**config.mk**
```make
export PLATFORM = sky130hd
export DESIGN_NAME = ulpi_reg_arbiter_flat
export DESIGN_NICKNAME = d
export VERILOG_FILES = /design/src/rtl/ulpi_reg_pkg.sv /design/src/rtl/ulpi_reg_arbiter_if.sv /design/src/rtl/ulpi_reg_arbiter_init_rom.sv /design/src/rtl/ulpi_reg_arbiter.sv /design/src/flat_wrapper.sv
export SDC_FILE = /design/constraint.sdc
export NUM_CORES = 1
export LEC_CHECK = 0
export ABC_CLOCK_PERIOD_IN_PS = 3700
export CAP_MARGIN = 30
export CORE_ASPECT_RATIO = 0.75
export CORE_UTILIZATION = 52
export DETAILED_ROUTE_END_ITERATION = 6
export PLACE_DENSITY = 0.83
export SYNTH_ARGS = -nofsm -noshare
export SYNTH_HDL_FRONTEND = slang
export SYNTH_SLANG_ARGS = --single-unit
```
**constraint.sdc**
```tcl
create_clock -name CLK_60M -period 3.7 [get_ports CLK_60M]
set_clock_uncertainty 0.2 [all_clocks]
set_input_delay 0.37 -clock CLK_60M [delete_from_list [all_inputs] [get_ports CLK_60M]]
set_output_delay 0.37 -clock CLK_60M [all_outputs]
set_load 0.05 [all_outputs]
```
**src/rtl/ulpi_reg_pkg.sv**
```systemverilog
// ulpi_reg_pkg
//   Shared types and constants for the ULPI register-port arbiter:
//   PHY register addresses, the init-script step record and script,
//   the arbiter state enum and the attempt-counter width.
package ulpi_reg_pkg;

  localparam logic [5:0] FUNC_CTRL = 6'h04;
  localparam logic [5:0] OTG_CTRL  = 6'h0A;

  localparam int TIMEOUT_CYC_DEF = 255;
  localparam int MAX_RETRY_DEF   = 3;

  // Holds 1 + MAX_RETRY attempts plus the overflow value.
  localparam int ATT_W = 3;

  // One init-script step. check=1 means the read result must equal data.
  typedef struct packed {
    logic       rw;
    logic [5:0] addr;
    logic [7:0] data;
    logic       check;
  } init_step_t;

  // Element 0 is the leftmost entry.
  localparam init_step_t [0:3] INIT_SCRIPT = {
    {1'b1, FUNC_CTRL, 8'h60, 1'b0},  // Reset + SuspendM
    {1'b1, OTG_CTRL,  8'h00, 1'b0},  // OTG pulldowns off
    {1'b1, FUNC_CTRL, 8'h45, 1'b0},  // SuspendM, TermSelect, XcvrSelect=FS
    {1'b0, FUNC_CTRL, 8'h45, 1'b1}   // read back FUNC_CTRL
  };

  typedef enum logic [2:0] {
    S_WAIT_RDY,
    S_ISSUE,
    S_WAIT,
    S_GUARD,
    S_NEXT,
    S_GRANT
  } arb_state_t;

endpackage

```
**src/rtl/ulpi_reg_arbiter_if.sv**
```systemverilog
// ulpi_reg_arbiter_if
//   Bundles the link-controller register port, both requester ports and
//   the init status flags.
//   master : arbiter side (drives REG_*, *_ACK/*_ERR/*_RDATA, INIT_*)
//   slave  : environment side (link controller + requesters)
interface ulpi_reg_arbiter_if;
  // link controller
  logic       ULPI_READY;
  logic       ULPI_REG_DONE;
  logic       ULPI_REG_FAIL;
  logic [7:0] ULPI_REG_DATA_O;
  logic       REG_EN;
  logic       REG_RW;
  logic [5:0] REG_ADDR;
  logic [7:0] REG_DATA_I;
  // requester A
  logic       A_REQ;
  logic       A_RW;
  logic [5:0] A_ADDR;
  logic [7:0] A_WDATA;
  logic       A_ACK;
  logic       A_ERR;
  logic [7:0] A_RDATA;
  // requester B
  logic       B_REQ;
  logic       B_RW;
  logic [5:0] B_ADDR;
  logic [7:0] B_WDATA;
  logic       B_ACK;
  logic       B_ERR;
  logic [7:0] B_RDATA;
  // status
  logic       INIT_DONE;
  logic       INIT_ERR;

  modport master (
    input  ULPI_READY, ULPI_REG_DONE, ULPI_REG_FAIL, ULPI_REG_DATA_O,
    output REG_EN, REG_RW, REG_ADDR, REG_DATA_I,
    input  A_REQ, A_RW, A_ADDR, A_WDATA,
    output A_ACK, A_ERR, A_RDATA,
    input  B_REQ, B_RW, B_ADDR, B_WDATA,
    output B_ACK, B_ERR, B_RDATA,
    output INIT_DONE, INIT_ERR
  );

  modport slave (
    output ULPI_READY, ULPI_REG_DONE, ULPI_REG_FAIL, ULPI_REG_DATA_O,
    input  REG_EN, REG_RW, REG_ADDR, REG_DATA_I,
    output A_REQ, A_RW, A_ADDR, A_WDATA,
    input  A_ACK, A_ERR, A_RDATA,
    output B_REQ, B_RW, B_ADDR, B_WDATA,
    input  B_ACK, B_ERR, B_RDATA,
    input  INIT_DONE, INIT_ERR
  );
endinterface

```
**src/rtl/ulpi_reg_arbiter_init_rom.sv**
```systemverilog
// ulpi_init_rom
//   Combinational lookup of the PHY init script.
//   idx_i  : step index 0..3
//   step_o : step record (rw, addr, data, check)
//   last_o : high on the final step
module ulpi_init_rom
  import ulpi_reg_pkg::*;
(
  input  logic [1:0] idx_i,
  output init_step_t step_o,
  output logic       last_o
);
  assign step_o = INIT_SCRIPT[idx_i];
  assign last_o = (idx_i == 2'd3);
endmodule

```
**src/rtl/ulpi_reg_arbiter.sv**
```systemverilog
// ulpi_reg_arbiter
//   Owns the ULPI link controller's register port. After reset it runs the
//   PHY init script, then shares the port between requesters A and B with
//   round-robin arbitration, retrying failed/timed-out accesses.
//   CLK_60M    : ULPI clock, rising edge
//   NRST_A_USB : asynchronous active-low reset
//   bus        : register port, requester A/B ports, INIT_DONE/INIT_ERR
module ulpi_reg_arbiter
  import ulpi_reg_pkg::*;
#(
  parameter int TIMEOUT_CYC = TIMEOUT_CYC_DEF,
  parameter int MAX_RETRY   = MAX_RETRY_DEF
) (
  input logic                CLK_60M,
  input logic                NRST_A_USB,
  ulpi_reg_arbiter_if.master bus
);

  localparam logic [7:0]       TMO_MAX = 8'(TIMEOUT_CYC);
  localparam logic [ATT_W-1:0] ATT_MAX = ATT_W'(MAX_RETRY);

  arb_state_t       state_q;
  logic [1:0]       step_q;
  logic [ATT_W-1:0] att_q;
  logic [7:0]       tmo_q;
  logic             retry_q;     // GUARD re-issues the same op
  logic             sel_b_q;     // current arbitrated op belongs to B
  logic             rr_q;        // 1: B is favoured on contention
  logic             done_prev_q;
  logic             reg_en_q, reg_rw_q;
  logic [5:0]       reg_addr_q;
  logic [7:0]       reg_data_q;
  logic             a_ack_q, a_err_q, b_ack_q, b_err_q;
  logic [7:0]       a_rdata_q, b_rdata_q;
  logic             init_done_q, init_err_q;

  init_step_t       rom_step;
  logic             rom_last;
  logic             done_rise, tmo_hit, a_win;
  logic [ATT_W-1:0] att_inc;

  ulpi_init_rom u_rom (
    .idx_i  (step_q),
    .step_o (rom_step),
    .last_o (rom_last)
  );

  assign done_rise = bus.ULPI_REG_DONE && !done_prev_q;
  assign tmo_hit   = (tmo_q == TMO_MAX);
  assign att_inc   = att_q + 1'b1;
  assign a_win     = bus.A_REQ && (!bus.B_REQ || !rr_q);

  always_ff @(posedge CLK_60M or negedge NRST_A_USB) begin
    if (!NRST_A_USB) begin
      state_q     <= S_WAIT_RDY;
      step_q      <= '0;
      att_q       <= '0;
      tmo_q       <= '0;
      retry_q     <= 1'b0;
      sel_b_q     <= 1'b0;
      rr_q        <= 1'b0;
      done_prev_q <= 1'b0;
      reg_en_q    <= 1'b0;
      reg_rw_q    <= 1'b0;
      reg_addr_q  <= '0;
      reg_data_q  <= '0;
      a_ack_q     <= 1'b0;
      a_err_q     <= 1'b0;
      b_ack_q     <= 1'b0;
      b_err_q     <= 1'b0;
      a_rdata_q   <= '0;
      b_rdata_q   <= '0;
      init_done_q <= 1'b0;
      init_err_q  <= 1'b0;
    end else begin
      reg_en_q    <= 1'b0;
      a_ack_q     <= 1'b0;
      a_err_q     <= 1'b0;
      b_ack_q     <= 1'b0;
      b_err_q     <= 1'b0;
      done_prev_q <= bus.ULPI_REG_DONE;
      case (state_q)
        S_WAIT_RDY: begin
          if (bus.ULPI_READY) begin
            reg_rw_q   <= rom_step.rw;
            reg_addr_q <= rom_step.addr;
            reg_data_q <= rom_step.data;
            att_q      <= '0;
            reg_en_q   <= 1'b1;
            state_q    <= S_ISSUE;
          end
        end
        S_ISSUE: begin
          tmo_q   <= '0;
          state_q <= S_WAIT;
        end
        S_WAIT: begin
          // FAIL is tested first so it wins over a simultaneous DONE.
          if (bus.ULPI_REG_FAIL || tmo_hit) begin
            att_q   <= att_inc;
            state_q <= S_GUARD;
            if (att_inc <= ATT_MAX) begin
              retry_q <= 1'b1;
            end else begin
              retry_q <= 1'b0;
              if (!init_done_q) begin
                // A dead init step is flagged but the script carries on.
                init_err_q <= 1'b1;
                if (rom_last) init_done_q <= 1'b1;
                else          step_q      <= step_q + 2'd1;
              end else if (sel_b_q) begin
                b_err_q <= 1'b1;
              end else begin
                a_err_q <= 1'b1;
              end
            end
          end else if (done_rise) begin
            retry_q <= 1'b0;
            state_q <= S_GUARD;
            if (!init_done_q) begin
              if (rom_step.check && (bus.ULPI_REG_DATA_O != rom_step.data))
                init_err_q <= 1'b1;
              if (rom_last) init_done_q <= 1'b1;
              else          step_q      <= step_q + 2'd1;
            end else if (sel_b_q) begin
              b_ack_q   <= 1'b1;
              b_rdata_q <= bus.ULPI_REG_DATA_O;
            end else begin
              a_ack_q   <= 1'b1;
              a_rdata_q <= bus.ULPI_REG_DATA_O;
            end
          end else if (bus.ULPI_READY) begin
            // Frozen while the PHY is not ready; saturates via tmo_hit.
            tmo_q <= tmo_q + 8'd1;
          end
        end
        S_GUARD: begin
          if (!bus.ULPI_REG_DONE && bus.ULPI_READY) begin
            if (retry_q) begin
              reg_en_q <= 1'b1;
              state_q  <= S_ISSUE;
            end else begin
              state_q  <= S_NEXT;
            end
          end
        end
        S_NEXT: begin
          if (!init_done_q) begin
            reg_rw_q   <= rom_step.rw;
            reg_addr_q <= rom_step.addr;
            reg_data_q <= rom_step.data;
            att_q      <= '0;
            reg_en_q   <= 1'b1;
            state_q    <= S_ISSUE;
          end else begin
            state_q    <= S_GRANT;
          end
        end
        S_GRANT: begin
          if (bus.A_REQ || bus.B_REQ) begin
            sel_b_q    <= !a_win;
            reg_rw_q   <= a_win ? bus.A_RW    : bus.B_RW;
            reg_addr_q <= a_win ? bus.A_ADDR  : bus.B_ADDR;
            reg_data_q <= a_win ? bus.A_WDATA : bus.B_WDATA;
            // The pointer moves only on contention, to the losing port.
            if (bus.A_REQ && bus.B_REQ) rr_q <= a_win;
            att_q      <= '0;
            reg_en_q   <= 1'b1;
            state_q    <= S_ISSUE;
          end
        end
        default: state_q <= S_WAIT_RDY;
      endcase
    end
  end

  assign bus.REG_EN     = reg_en_q;
  assign bus.REG_RW     = reg_rw_q;
  assign bus.REG_ADDR   = reg_addr_q;
  assign bus.REG_DATA_I = reg_data_q;
  assign bus.A_ACK      = a_ack_q;
  assign bus.A_ERR      = a_err_q;
  assign bus.A_RDATA    = a_rdata_q;
  assign bus.B_ACK      = b_ack_q;
  assign bus.B_ERR      = b_err_q;
  assign bus.B_RDATA    = b_rdata_q;
  assign bus.INIT_DONE  = init_done_q;
  assign bus.INIT_ERR   = init_err_q;

endmodule
```
**src/flat_wrapper.sv**
```systemverilog
// flat-port wrapper written by rule: the top's interface ports become plain ports
module ulpi_reg_arbiter_flat import ulpi_reg_pkg::*;
#(
  parameter int TIMEOUT_CYC = TIMEOUT_CYC_DEF,
  parameter int MAX_RETRY   = MAX_RETRY_DEF
)
  (CLK_60M, NRST_A_USB, bus_ULPI_READY, bus_ULPI_REG_DONE, bus_ULPI_REG_FAIL, bus_ULPI_REG_DATA_O, bus_REG_EN, bus_REG_RW, bus_REG_ADDR, bus_REG_DATA_I, bus_A_REQ, bus_A_RW, bus_A_ADDR, bus_A_WDATA, bus_A_ACK, bus_A_ERR, bus_A_RDATA, bus_B_REQ, bus_B_RW, bus_B_ADDR, bus_B_WDATA, bus_B_ACK, bus_B_ERR, bus_B_RDATA, bus_INIT_DONE, bus_INIT_ERR);
  ulpi_reg_arbiter_if bus_i ();
  input logic CLK_60M;
  input logic NRST_A_USB;
  input wire logic [$bits(bus_i.ULPI_READY)-1:0] bus_ULPI_READY;
  input wire logic [$bits(bus_i.ULPI_REG_DONE)-1:0] bus_ULPI_REG_DONE;
  input wire logic [$bits(bus_i.ULPI_REG_FAIL)-1:0] bus_ULPI_REG_FAIL;
  input wire logic [$bits(bus_i.ULPI_REG_DATA_O)-1:0] bus_ULPI_REG_DATA_O;
  output wire logic [$bits(bus_i.REG_EN)-1:0] bus_REG_EN;
  output wire logic [$bits(bus_i.REG_RW)-1:0] bus_REG_RW;
  output wire logic [$bits(bus_i.REG_ADDR)-1:0] bus_REG_ADDR;
  output wire logic [$bits(bus_i.REG_DATA_I)-1:0] bus_REG_DATA_I;
  input wire logic [$bits(bus_i.A_REQ)-1:0] bus_A_REQ;
  input wire logic [$bits(bus_i.A_RW)-1:0] bus_A_RW;
  input wire logic [$bits(bus_i.A_ADDR)-1:0] bus_A_ADDR;
  input wire logic [$bits(bus_i.A_WDATA)-1:0] bus_A_WDATA;
  output wire logic [$bits(bus_i.A_ACK)-1:0] bus_A_ACK;
  output wire logic [$bits(bus_i.A_ERR)-1:0] bus_A_ERR;
  output wire logic [$bits(bus_i.A_RDATA)-1:0] bus_A_RDATA;
  input wire logic [$bits(bus_i.B_REQ)-1:0] bus_B_REQ;
  input wire logic [$bits(bus_i.B_RW)-1:0] bus_B_RW;
  input wire logic [$bits(bus_i.B_ADDR)-1:0] bus_B_ADDR;
  input wire logic [$bits(bus_i.B_WDATA)-1:0] bus_B_WDATA;
  output wire logic [$bits(bus_i.B_ACK)-1:0] bus_B_ACK;
  output wire logic [$bits(bus_i.B_ERR)-1:0] bus_B_ERR;
  output wire logic [$bits(bus_i.B_RDATA)-1:0] bus_B_RDATA;
  output wire logic [$bits(bus_i.INIT_DONE)-1:0] bus_INIT_DONE;
  output wire logic [$bits(bus_i.INIT_ERR)-1:0] bus_INIT_ERR;
  assign bus_i.ULPI_READY = bus_ULPI_READY;
  assign bus_i.ULPI_REG_DONE = bus_ULPI_REG_DONE;
  assign bus_i.ULPI_REG_FAIL = bus_ULPI_REG_FAIL;
  assign bus_i.ULPI_REG_DATA_O = bus_ULPI_REG_DATA_O;
  assign bus_REG_EN = bus_i.REG_EN;
  assign bus_REG_RW = bus_i.REG_RW;
  assign bus_REG_ADDR = bus_i.REG_ADDR;
  assign bus_REG_DATA_I = bus_i.REG_DATA_I;
  assign bus_i.A_REQ = bus_A_REQ;
  assign bus_i.A_RW = bus_A_RW;
  assign bus_i.A_ADDR = bus_A_ADDR;
  assign bus_i.A_WDATA = bus_A_WDATA;
  assign bus_A_ACK = bus_i.A_ACK;
  assign bus_A_ERR = bus_i.A_ERR;
  assign bus_A_RDATA = bus_i.A_RDATA;
  assign bus_i.B_REQ = bus_B_REQ;
  assign bus_i.B_RW = bus_B_RW;
  assign bus_i.B_ADDR = bus_B_ADDR;
  assign bus_i.B_WDATA = bus_B_WDATA;
  assign bus_B_ACK = bus_i.B_ACK;
  assign bus_B_ERR = bus_i.B_ERR;
  assign bus_B_RDATA = bus_i.B_RDATA;
  assign bus_INIT_DONE = bus_i.INIT_DONE;
  assign bus_INIT_ERR = bus_i.INIT_ERR;
  ulpi_reg_arbiter #(.TIMEOUT_CYC(TIMEOUT_CYC), .MAX_RETRY(MAX_RETRY)) u_core (.CLK_60M(CLK_60M), .NRST_A_USB(NRST_A_USB), .bus(bus_i));
endmodule
```
==> impl_metrics.yaml <==
outcome:
  status: "finished clean"
critical_path:
  timing.rr.start: "u_core.state_q[2]"
  ff2ff_path_depth: 4
  slowest_stage: "nor4_4"
  worstSetupEndpointType: "flip-flop"
  crit_path_end: "u_core.bus.B_RDATA[2]"
  max_stage_delay_ns: 0.66
  path_common_cell: "nand2b_1"
  rr_endpoint: "u_core.bus.B_RDATA[2]"
  crit_start: "u_core.state_q[2]"
  critPathRequiredTime_ns: 3.73
  start_kind: "flip-flop"
  crit_type: "reg2reg"
  crit_arrival_ns: 2.50
  cp_max_fo: 13
  crit_chain: "nand2b_1, nand2b_1, nor4_4, mux2_2"
  r2r_slack_ns: 1.23
job:
  cap_violations: 0
detailed_routing:
  vias_per_cell: 5.59
  wirelength_microns: 6950
  vias: 2509
  wl_met3_microns: 540
  wl_per_cell_microns: 15.5
  dr.pass1.iters: 5
  topRoutingLayerUsed: "met4"
  drt_iter0_markers: 202
  detail-route-antenna-nets: 0
  wl_met2_microns: 3260
  wl_met1_microns: 3070
  route.detailed.drc: 0
power_and_ir_drop:
  power_density_nw_per_um2: 682
  p_sw_w: 0.00116
  intPower_w: 0.00158
  seqPwrFrac_pct: 34.5
  p_leak_nw: 1.78
  pwr-share-comb_pct: 45.0
  p_sw_share_pct: 42.2
  clock_power_share_pct: 20.4
  power.total_w: 0.00274
  vdd_drop_max_mv: 0.426
floorplan:
  ios: 83
  rows: 23
  core_area_sq_um: 5410
  initial_core_util_pct: 54.4
  die_h_microns: 67.2
  die_area_sq_um: 5970
  fp.dieW_microns: 88.9
timing:
  finalSetupTns_ns: 0
  hold_ws_ns: 0.305
  max_freq_ghz: 0.405
  finalSetupViolCount: 0
  drv_slew: 0
  relSlewSlack_pct: 38.1
  rsz0062_at_grt: "no"
  worst_slew_pin_slew_ns: 0.924
  finalWorstPathRequiredPeriod_ns: 2.47
  period_share_pct: 66.8
  finalHoldViolations: 0
final_layout:
  antenna_cells: 0
  syn2layout_area_growth_pct: 36.6
  instances_no_fill: 449
  nNetsFinal: 421
  stdcell_area_sq_um: 4020
  drive_above_1_share_pct: 16.3
  fill_cells: 410
logic_synthesis:
  ys.flop_type: "dfrtp_1"
  syn-num-nets: 335
  synth_top_area_cell: "dfrtp_1"
  synth_area_leaders: "dfrtp_1, mux2_2, nand2_1"
  synth_edf_count: 0
  yosysTopAreaCellShare_pct: 49.3
  synth.distinct_cells: 49
  synthArstFlopShare_pct: 100
  syn_inst: 283
  avgSynthCellArea_sq_um: 10.4
  synth_seq_cells: 58
  syn_area_sq_um: 2940
  seq_area_frac_synth_pct: 49.3
  yosysWarnings: 0
grt:
  grt_pass1_vias: 2320
  grt_max_degree: 35
  antenna_found_initial: 0
  grt_pass1_wl_microns: 11200
  grt_overflow: 0
  grt_usage_pct: 25.9
placement:
  place_hpwl_microns: 5080
  portBuffers: 82
  place_area_sq_um: 3820
  placed_cells: 432
  gp_congestion: 0.866
cts:
  clock-sinks: 58
  ctsRootBufferMaster: "clkbuf_8"
  clock_tree.buffer_depth: 2
  clk_pin_slew_worst_paths_ns: 0.07
  h-tree-depth: 3
  cts_resized: 0
  clkLatencyLatePin_ns: 0.35
  tritoncts: "done"
  numCtsBuffers: 9
worst_hold_path:
  hold_path.class: "reg2reg"
## cell families (layout without fill, tap and decap cells)
kind of cell / count (synthesis) / count (layout) / share of synthesized area, %
and+or+nand+nor: 98 / 98 / 16.6
AOI/OAI and AO/OA: 63 / 63 / 14.1
DFF: 58 / 58 / 49.3
muxes: 34 / 34 / 13.0
buffers and inverters: 18 / 109 / 2.59
adders and majority gates: 7 / 7 / 2.98
xor gates and xnor gates: 5 / 5 / 1.49
## through the flow
step | worst slack, ns | utilization (%)
3_3_place_gp | 1.26 | 70.7
4_1_cts | 1.24 | 74.3
3_5_place_dp | 1.14 | 70.7
5_1_grt | 1.05 | 74.3
6_report | 1.23 | 74.3
2_1_floorplan | 1.36 | -
## power groups by stage
stage               clock (W)  sequential, W  combinational (W)
finish               0.000560       0.000947            0.00124
global route         0.000595       0.000971            0.00132
CTS                  0.000567       0.000944            0.00124
detailed placement          0       0.000953            0.00123
global placement            0       0.000943            0.00120
floorplan                   0        0.00126           0.000512
## placed cells by master, fill, tap and decap left out, types with 3 or more instances in the layout
cell             synthesis  layout
clkdlybuf4s50_1          0      81
dfrtp_1                 58      58
nand2_1                 42      42
mux2_2                  33      33
a21oi_1                 19      19
nor2_1                  17      17
a31oi_1                  9       9
clkbuf_8                 0       9
o21ai_0                  8       8
inv_1                    7       7
ha_1                     7       7
nand2b_1                 6       6
nor3_1                   6       6
nand3_1                  5       5
a211oi_1                 4       4
o31ai_1                  4       4
clkinv_2                 0       4
nor2b_1                  3       3
or2_2                    3       3
a21o_1                   3       3
xnor2_1                  3       3
buf_4                    0       3
## sequential cells by signal (all words and copies together), names as in the netlist, 2 cells and up
| name | flops |
|---|---|
| u_core.att_q | 3 |
| u_core.bus.A_RDATA | 8 |
| u_core.bus.B_RDATA | 8 |
| u_core.bus.REG_ADDR | 6 |
| u_core.bus.REG_DATA_I | 8 |
| u_core.state_q | 3 |
| u_core.step_q | 2 |
| u_core.tmo_q | 8 |
## worst min path at each step
stage,startpoint,to,slack [ns],cells after the start
final,u_core.bus.REG_ADDR[3],u_core.bus.REG_ADDR[3],0.30,1
after global routing,u_core.rr_q,u_core.rr_q,0.33,1
after floorplan,NRST_A_USB,u_core.att_q[0],-0.13,0
after detailed placement,NRST_A_USB,u_core.tmo_q[3],0.19,1
after global placement,NRST_A_USB,u_core.tmo_q[3],0.20,1
after CTS,u_core.bus.A_RDATA[2],u_core.bus.A_RDATA[2],0.31,1
## critical path, delay by kind of cell (launching register included)
kind,cells,cell delay (ns)
AND/OR/NAND/NOR,3,1.24
multiplexers,1,0.41
flip-flops,1,0.51
## cell type report
cell class / count / area (sq um) / share of cell area (%)
sequential: 58 / 1450 / 36.1
multi-input combinational: 207 / 1420 / 35.2
timing repair buffer: 86 / 848 / 21.1
clock buffer: 10 / 128 / 3.17
tap: 75 / 93.8 / 2.33
clock inverter: 6 / 57.6 / 1.43
inverter: 7 / 26.3 / 0.654
## routing by layer
| layer | vias up | GRT usage, % |
|---|---|---|
| met4 | 0 | 7.26 |
| met3 | 9 | 9.41 |
| met5 | - | 0 |
| met1 | 1207 | 33.7 |
| li1 | 1186 | - |
| met2 | 107 | 41.0 |
## cell usage after synthesis (all sizes together), types with 2 or more instances
cell type  number
o21bai          2
xor2            2
nand2b          6
nor3b           3
or2             3
a21oi          19
a211oi          4
o31ai           4
nand4           2
o21ai           8
clkbuf          7
nand3           5
dfrtp          58
a21o            4
inv             7
xnor2           3
nand2          42
and3            2
a31oi           9
nor2           17
nor3            7
buf             4
ha              7
or3             2
mux2           33
nor4            2
a22o            2
o2111ai         2
nor2b           3
## what timing repair did
item,in CTS,in global routing
setup buffers,0,0
hold buffers,1,0
endpoints found under the hold margin,24,0
endpoints found under the setup margin,0,0
Power figures use the tool's default switching activity.
==> edit: new RTL, same flow settings <==
Re-encode `arb_state_t` (6 states) as one-hot, 6 bits wide.
--- a/src/rtl/ulpi_reg_pkg.sv
+++ b/src/rtl/ulpi_reg_pkg.sv
@@ -31,9 +31,9 @@
 
-  typedef enum logic [2:0] {
-    S_WAIT_RDY,
-    S_ISSUE,
-    S_WAIT,
-    S_GUARD,
-    S_NEXT,
-    S_GRANT
+  typedef enum logic [5:0] {
+    S_WAIT_RDY = 6'b000001,
+    S_ISSUE    = 6'b000010,
+    S_WAIT     = 6'b000100,
+    S_GUARD    = 6'b001000,
+    S_NEXT     = 6'b010000,
+    S_GRANT    = 6'b100000
   } arb_state_t;
Formal check against the unedited RTL: no difference found for any inputs over 10 cycles, from zero or initial values and one cycle with NRST_A_USB low; not proved beyond that.
==> edit against the unedited design <==
Total power fell by 19%; die area rose by 1.0%; global-route usage fell by 0.81 points; via count fell by 3.3%; sequential cell count rose by 3; sequential power fell by 8.6%; combinational power fell by 38%; first-iteration DRC count fell by 20%; count of clock-buffer cells in the layout fell by 1; wire length fell by 0.68%; area after synthesis rose by 1.1%; cell area rose by 1.7%; setup slack got worse by 0.12 ns; highest routed layer unchanged.
==> edit: results (changes against the unedited design) <==
| Metric | Value |
|---|---|
| Status | finished clean (unchanged) |
| Top cells by area, synth | dfrtp_1 (50%), mux2_2 (12%), nand2_1 (4.4%) (was dfrtp_1 (49%), mux2_2 (13%), nand2_1 (5.4%)) |
| Synth Area in Compound Gates | 0.1161 (was 0.1407) |
| Leak pwr | 1.832 nW (was 1.778 nW) |
| Nets@finish | 419 (was 421) |
| Vias per Instance | 5.427 (was 5.588) |
| Initial drt markers | 162 (was 202) |
| Synth top cells by count | dfrtp_1 (60), nand2_1 (35), mux2_2 (31) (was dfrtp_1 (58), nand2_1 (42), mux2_2 (33)) |
| Clk power | 0.595 mW (was 0.560 mW) |
| Hold Slack | 0.2942 ns (was 0.3046 ns) |
| Net switching power figure | 0.8193 mW (was 1.158 mW) |
| Number of global-route vias before repair | 2,308 (was 2,320) |
| Reg2reg path depth | 6 (was 4) |
| Post-synth cell types | 50 (was 49) |
| Critical path fanouts, max | 9 (was 13) |
| Place WS | 0.9839 ns (was 1.143 ns) |
| Delay-heaviest family, CP | compound AO/OA/AOI/OAI gates (was simple AND/OR/NAND/NOR gates) |
| Max IR drop VDD | 463.6 µV (was 425.7 µV) |
| Share of layout cells above drive strength 1 | 0.1667 (was 0.1631) |
| Cell internal pwr | 1.409 mW (was 1.584 mW) |
| Wire length per cell | 15.43 µm (was 15.47 µm) |
| First-pass GRT wire length | 11,030 µm (was 11,180 µm) |
| Post-synthesis xor/xnor area fraction | 0.01472 (was 0.01488) |
| Hold endpoint | u_core.bus.INIT_ERR (was u_core.bus.REG_ADDR[3]) |
| Placer Congestion | 0.8428 (was 0.8657) |
| Reg2reg start | u_core.tmo_q[0] (was u_core.state_q[2]) |
| Dpl cells | 430 (was 432) |
| Seq pwr | 0.866 mW (was 0.947 mW) |
| DRT Wirelength | 6898 µm (was 6945 µm) |
| Root Buffer Master | clkbuf_8 (unchanged) |
| Syn nets | 329 (was 335) |
| Syn_area_per_cell | 10.74 µm² (was 10.40 µm²) |
| Hold_sp | u_core.bus.INIT_ERR (was u_core.bus.REG_ADDR[3]) |
| Post-DP Area | 0.003879 mm² (was 0.003825 mm²) |
| Slew margin rel. | 0.5349 (was 0.3806) |
| Post-Synth Adder-Cell Area | 0.02945 (was 0.02976) |
| CP max-delay cell | a211oi_1 (was nor4_4) |
| GRT Resource Usage Total | 0.2505 (was 0.2586) |
| PnR worst setup slack | 1.111 ns (was 1.229 ns) |
| Largest stage delay, worst path | 0.56 ns (was 0.66 ns) |
| # diodes | 0 (unchanged) |
| Critical Path Sink | u_core.tmo_q[5] (was u_core.bus.B_RDATA[2]) |
| Seq/Total Area, Yosys | 0.5137 (was 0.4932) |
| Multiplexer area fraction after synthesis | 0.1279 (was 0.1297) |
==> edit: cell count changes in the layout (fill, tap and decap cells not counted), moves of 3 or more <==
cell / before / now
nand2_1: 42 / 35
a21oi_1: 19 / 13
a31oi_1: 9 / 5
and3_1: 2 / 6
o21ai_1: 0 / 4
a21o_1: 3 / 6
clkinv_2: 4 / 1
nor2b_1: 3 / 6
nor3_1: 6 / 3
or2_2: 3 / 0
==> edit: area by class of cell <==
cell class	instances	area (µm²)	share of cell area
Multi-Input combinational cell	201	1385	0.3388
Timing Repair Buffer	87	855.8	0.2094
Sequential cell	61	1528	0.3737
Clock buffer	9	123.9	0.03030
Inverter	7	26.28	0.006428
Tap cell	75	93.84	0.02296
Clock inverter	7	75.07	0.01837
==> edit: metal layers <==
metal  wire length, µm  global-route usage
met1              3139              0.3270
met2              3097              0.3788
met3               606              0.1210
met4                54             0.05754
met5                 0                   0
